## config.mk

```make
export PLATFORM = sky130hd
export DESIGN_NAME = vec_load_unit_flat
export DESIGN_NICKNAME = d
export VERILOG_FILES = /design/src/rtl/vec_pkg.sv /design/src/rtl/vec_load_if.sv /design/src/rtl/vec_load_unit.sv /design/src/flat_wrapper.sv
export SDC_FILE = /design/constraint.sdc
export NUM_CORES = 1
export LEC_CHECK = 0
export BUFFER_PORTS_ARGS = -buffer_cell sky130_fd_sc_hd__buf_2
export CAP_MARGIN = 20
export CORE_MARGIN = 2
export CORE_UTILIZATION = 30
export CTS_BUF_LIST = sky130_fd_sc_hd__clkbuf_16
export DETAILED_ROUTE_END_ITERATION = 16
export GPL_TIMING_DRIVEN = 0
export PLACE_DENSITY_LB_ADDON = 0.25
export REMOVE_ABC_BUFFERS = 1
export SYNTH_ARGS = -nofsm -noshare
export SYNTH_HDL_FRONTEND = slang
export SYNTH_SLANG_ARGS = --single-unit
export TNS_END_PERCENT = 1
```

## constraint.sdc

```tcl
create_clock -name clk -period 3.3 [get_ports clk]
set_clock_uncertainty 0.15 [all_clocks]
set_input_delay 0.825 -clock clk [delete_from_list [all_inputs] [get_ports clk]]
set_output_delay 0.825 -clock clk [all_outputs]
set_load 0.05 [all_outputs]
```

## src/rtl/vec_pkg.sv

```systemverilog
// ============================================================================
// Module  : vec_pkg
// Purpose : Shared types and constants for the vector load path.
// Revision: 1.0 - initial release
// ============================================================================
`default_nettype none

package vec_pkg;

   localparam int REG_SEL_W = 4;
   localparam logic [3:0] OP_LOAD = 4'h1;

   typedef enum logic [1:0] {
      IDLE    = 2'd0,
      PAYLOAD = 2'd1,
      CHECK   = 2'd2,
      WRITE   = 2'd3
   } load_state_t;

   function automatic int bytes_per_elem(input int bits);
      return (bits + 7) / 8;
   endfunction

endpackage

`default_nettype wire

```

## src/rtl/vec_load_if.sv

```systemverilog
// ============================================================================
// Module  : vec_load_if
// Purpose : Byte-stream input and register-bank write bundle of vec_load_unit.
// Revision: 1.0 - initial release
// ============================================================================
`default_nettype none

interface vec_load_if #(
   parameter int BITS = 8,
   parameter int N    = 2
);
   import vec_pkg::*;

   logic [7:0]           rx_data;
   logic                 rx_valid;
   logic                 rx_ready;
   logic [BITS-1:0]      data_out [N];
   logic [REG_SEL_W-1:0] sel_out;
   logic                 write;
   logic                 busy;
   logic                 err;

   modport master (
      output rx_data, rx_valid,
      input  rx_ready, data_out, sel_out, write, busy, err
   );

   modport slave (
      input  rx_data, rx_valid,
      output rx_ready, data_out, sel_out, write, busy, err
   );

endinterface

`default_nettype wire

```

## src/rtl/vec_load_unit.sv

```systemverilog
// ============================================================================
// Module  : vec_load_unit
// Purpose : Decodes a host LOAD frame and issues one vector register write.
//           Optional trailing XOR checksum when LOAD_CHECKSUM_EN is defined.
// Revision: 1.0 - initial release
// ============================================================================
`default_nettype none

module vec_load_unit
   import vec_pkg::*;
#(
   parameter int BITS = 8,
   parameter int N    = 2
) (
   input  logic      clk,
   input  logic      rst,
   vec_load_if.slave bus
);

   localparam int BPE   = bytes_per_elem(BITS);
   localparam int PLEN  = N * BPE;
   localparam int CNT_W = $clog2(PLEN + 1);
   localparam logic [CNT_W-1:0] LAST = CNT_W'(PLEN - 1);

   load_state_t          state;
   load_state_t          state_nxt;
   logic [CNT_W-1:0]     cnt;
   logic [REG_SEL_W-1:0] sel_reg;
   logic [BITS-1:0]      data_reg [N];
   logic                 err_reg;

   logic ready;
   logic accept;
   logic pay_acc;
   logic hdr_ok;
   logic hdr_bad;
   logic last_byte;
   logic chk_bad;

`ifdef LOAD_CHECKSUM_EN
   logic [7:0] csum;
   logic       chk_ok;
`endif

   always_comb begin
      ready     = (state != WRITE);
      accept    = bus.rx_valid && ready;
      pay_acc   = accept && (state == PAYLOAD);
      hdr_ok    = accept && (state == IDLE) && (bus.rx_data[7:4] == OP_LOAD);
      hdr_bad   = accept && (state == IDLE) && (bus.rx_data[7:4] != OP_LOAD);
      last_byte = pay_acc && (cnt == LAST);
`ifdef LOAD_CHECKSUM_EN
      chk_ok    = accept && (state == CHECK) && (csum == bus.rx_data);
      chk_bad   = accept && (state == CHECK) && (csum != bus.rx_data);
`else
      chk_bad   = 1'b0;
`endif
   end

   always_comb begin
      state_nxt = state;
      unique case (state)
         IDLE: begin
            if (hdr_ok) state_nxt = PAYLOAD;
         end
         PAYLOAD: begin
`ifdef LOAD_CHECKSUM_EN
            if (last_byte) state_nxt = CHECK;
`else
            if (last_byte) state_nxt = WRITE;
`endif
         end
         CHECK: begin
`ifdef LOAD_CHECKSUM_EN
            if (chk_ok)       state_nxt = WRITE;
            else if (chk_bad) state_nxt = IDLE;
`else
            state_nxt = IDLE;
`endif
         end
         WRITE: begin
            state_nxt = IDLE;
         end
         default: state_nxt = IDLE;
      endcase
   end

   always_ff @(posedge clk or posedge rst) begin
      if (rst) begin
         state <= IDLE;
      end else begin
         state <= state_nxt;
      end
   end

   // Each data bit is owned by exactly one payload byte slot, so partial
   // top bytes simply drop the bits above BITS.
   always_ff @(posedge clk or posedge rst) begin
      if (rst) begin
         cnt     <= '0;
         sel_reg <= '0;
         err_reg <= 1'b0;
         for (int e = 0; e < N; e++) begin
            data_reg[e] <= '0;
         end
      end else begin
         err_reg <= hdr_bad || chk_bad;
         if (hdr_ok) begin
            sel_reg <= bus.rx_data[REG_SEL_W-1:0];
            cnt     <= '0;
         end else if (pay_acc) begin
            cnt <= cnt + 1'b1;
         end
         for (int e = 0; e < N; e++) begin
            for (int k = 0; k < BITS; k++) begin
               if (pay_acc && (cnt == CNT_W'(e * BPE + k / 8))) begin
                  data_reg[e][k] <= bus.rx_data[k % 8];
               end
            end
         end
      end
   end

`ifdef LOAD_CHECKSUM_EN
   always_ff @(posedge clk or posedge rst) begin
      if (rst) begin
         csum <= 8'h00;
      end else if (hdr_ok) begin
         csum <= bus.rx_data;
      end else if (pay_acc) begin
         csum <= csum ^ bus.rx_data;
      end
   end
`endif

   assign bus.rx_ready = ready && !rst;
   assign bus.data_out = data_reg;
   assign bus.sel_out  = sel_reg;
   assign bus.write    = (state == WRITE);
   assign bus.busy     = (state != IDLE);
   assign bus.err      = err_reg;

endmodule

`default_nettype wire

```

## src/flat_wrapper.sv

```systemverilog
// flat-port wrapper written by rule: the top's interface ports become plain ports
module vec_load_unit_flat import vec_pkg::*;
#(
   parameter int BITS = 8,
   parameter int N    = 2
)
  (clk, rst, bus_rx_data, bus_rx_valid, bus_rx_ready, bus_data_out, bus_sel_out, bus_write, bus_busy, bus_err);
  vec_load_if #(.BITS(BITS), .N(N)) bus_i ();
  input  logic clk;
  input  logic rst;
  input wire logic [$bits(bus_i.rx_data)-1:0] bus_rx_data;
  input wire logic [$bits(bus_i.rx_valid)-1:0] bus_rx_valid;
  output wire logic [$bits(bus_i.rx_ready)-1:0] bus_rx_ready;
  output wire logic [$bits(bus_i.data_out)-1:0] bus_data_out;
  output wire logic [$bits(bus_i.sel_out)-1:0] bus_sel_out;
  output wire logic [$bits(bus_i.write)-1:0] bus_write;
  output wire logic [$bits(bus_i.busy)-1:0] bus_busy;
  output wire logic [$bits(bus_i.err)-1:0] bus_err;
  assign bus_i.rx_data = bus_rx_data;
  assign bus_i.rx_valid = bus_rx_valid;
  assign bus_rx_ready = bus_i.rx_ready;
  assign bus_data_out = {>>{bus_i.data_out}};
  assign bus_sel_out = bus_i.sel_out;
  assign bus_write = bus_i.write;
  assign bus_busy = bus_i.busy;
  assign bus_err = bus_i.err;
  vec_load_unit #(.BITS(BITS), .N(N)) u_core (.clk(clk), .rst(rst), .bus(bus_i));
endmodule
```

==> results.md <==
* Register area share after synthesis at 59.5%
* Clk_lat worst skew at about 0.25 ns
* Vias in the first global route at 675
* Max-capacitance violation count at 0
* Critical Path RT at 2.32 ns
* Clock transition at path regs at about 0.06 ns
* Setup_tns at 0 ns
* Drt wl/cell at about 13 um
* Die Ht at 63.2 um
* Critical-path maximum fanout at 10
* Slew Viols, Final at 0
* Max_slew headroom at 38.3%
* Netlist Area Pre-Place at 1050 um2
* FP Rows at 21
* Synth area leaders: dfrtp_1 (60%), mux2_2 (17%), mux2_4 (5.7%), ha_1 (2.4%), nor4b_4 (2.3%)
* Clock tree buffer depth at 2
* Peak Freq at 441 MHz
* Min Tclk post-route at between 2 and 2.5 ns
* RSZ-0062 raised after global routing: false
* Resize count post-CTS at 0
* CP arrival at between 1 and 1.5 ns
* Num ports at 35
* CP startpoint kind: flop
* Design area at roughly 1300 um2
* Antenna Cells at 0
* Initial antenna violation count at 0
* Final Setup Violations at 0
* Placement Cell Area at 1270 um2
* YS warnings at 0
* CTS tree: yes
* Post-CTS Setup Repair Bufs at 0
* Hold-fix buffers, CTS at 0
* Commonest cells after routing, fill and taps aside: buf_2 (34), dfrtp_1 (25), mux2_2 (16)
* Htree depth at 1
* Crit end category: output port
* Clock sinks at 25
* Input/output buffers at 34
* Total wire length at 1910 um
* Synth-to-layout area growth at 28.0%
* Worst-Margin Slew at ~0.92 ns
* Hpwl dp at 1390 um
* Drt initial violations at 11
* Status: completed
* Total grt overflow at 0
* Via count at 667
* Initial DRT Pass Iterations at 2
* Die footprint at 3990 um2
* Min-delay worst type: reg -> reg
* #FFs+latches synth at 25
* GP Congestion at roughly 0.62
* Avg Cell Area, Syn at 15.5 um2
* Fin crit share at roughly two thirds
* Via/cell ratio at 4.45
* CTS Buf Count at 3
* Drt drc at 0
* Die X-Extent at 63.2 um
* Area leader, netlist: dfrtp_1
* Synth Instances at 68
* Crit path kind: reg -> out
* Number of flip-flops in the largest register at 16
* Commonest non-fill, non-tap cell in the layout: buf_2
* Initial Util at approximately 31%
* Nets@finish at roughly 120
* Fin. Hold Viols at 0
* Synth top area share at between 50% and 60%
* First-pass GRT wire length at 3350 um
* Clock Tree Root: clkbuf_16
* ANT nets after route at 0
* Share of cells above drive strength 1 at just under 60%
* GRT Overall Usage at 11.3%
* Core area at 3360 um2
* Largest net degree at the start of global routing at 26
* Cell variety after synth at 19
## metal layers
metal / vias to the layer above / global-route usage [%] / part of all wire, %
li1: 308 / - / -
met1: 335 / 13.6 / 42
met2: 19 / 18.0 / 50
met3: 5 / 3.21 / 5.6
met4: 0 / 6.52 / 2.3
met5: - / 0 / 0
## worst max-delay path, cell delays in order (launching register included)
cell and delay [ns]:
dfrtp_1 0.49, or2_2 0.33, buf_2 0.21
## synthesized netlist by cell type, drive strengths merged
cell and count:
nor2 2, buf 2, or2 1, a32o 1
inv 4, and2 1, mux2 20, nand3b 1
nand3 2, nor2b 2, dfrtp 25, a21oi 1
nor4b 1, o21ai 1, ha 2, nor3b 1
a22o 1
## kinds of logic after synthesis
family,Yosys count,synth area share [%]
adder cells (fa/ha/maj),2,2.38
AO/OA/AOI/OAI,4,2.74
AND/OR/NAND/NOR,11,9.88
flip-flops,25,59.5
buffers and inverters,6,2.62
multiplexers,20,22.9
## per-stage QoR
stage                     utilization, %  cells  hold WS, ns  worst slack (ns)
after floorplan                        -     66        0.281             0.812
after global routing                40.0    150        0.347             0.960
after global placement              37.6    146        0.300             0.889
after detailed placement            37.6    146        0.317             0.851
final                               40.0    150        0.323              1.03
after CTS                           40.0    150        0.326              1.03
## cell type report
cell class	count	area [um2]
Inverter	4	15.0
Sequential cell	25	626
Clock buffer	3	75.1
Clock inverter	1	3.75
Multi-Input combinational cell	37	398
Tap cell	46	57.6
Fill cell	350	2020
Timing Repair Buffer	34	170
## final timing paths
check,startpoint,endpoint,slack [ns],cells after the start
setup / recovery,u_core.state[0],bus_busy,1.03,2
hold / removal,u_core.state[1],u_core.state[0],0.32,1
setup reg to reg,u_core.state[1],u_core.bus.data_out[5],1.42,3
hold reg to reg,u_core.state[1],u_core.state[0],0.32,1
max in group asynchronous,rst,u_core.bus.sel_out[3],1.81,2
min in group asynchronous,rst,u_core.state[0],0.63,2
Power is left out: the tool's default activity adds up to more than one toggle a clock period on the data nets, which glitch-free logic cannot reach.
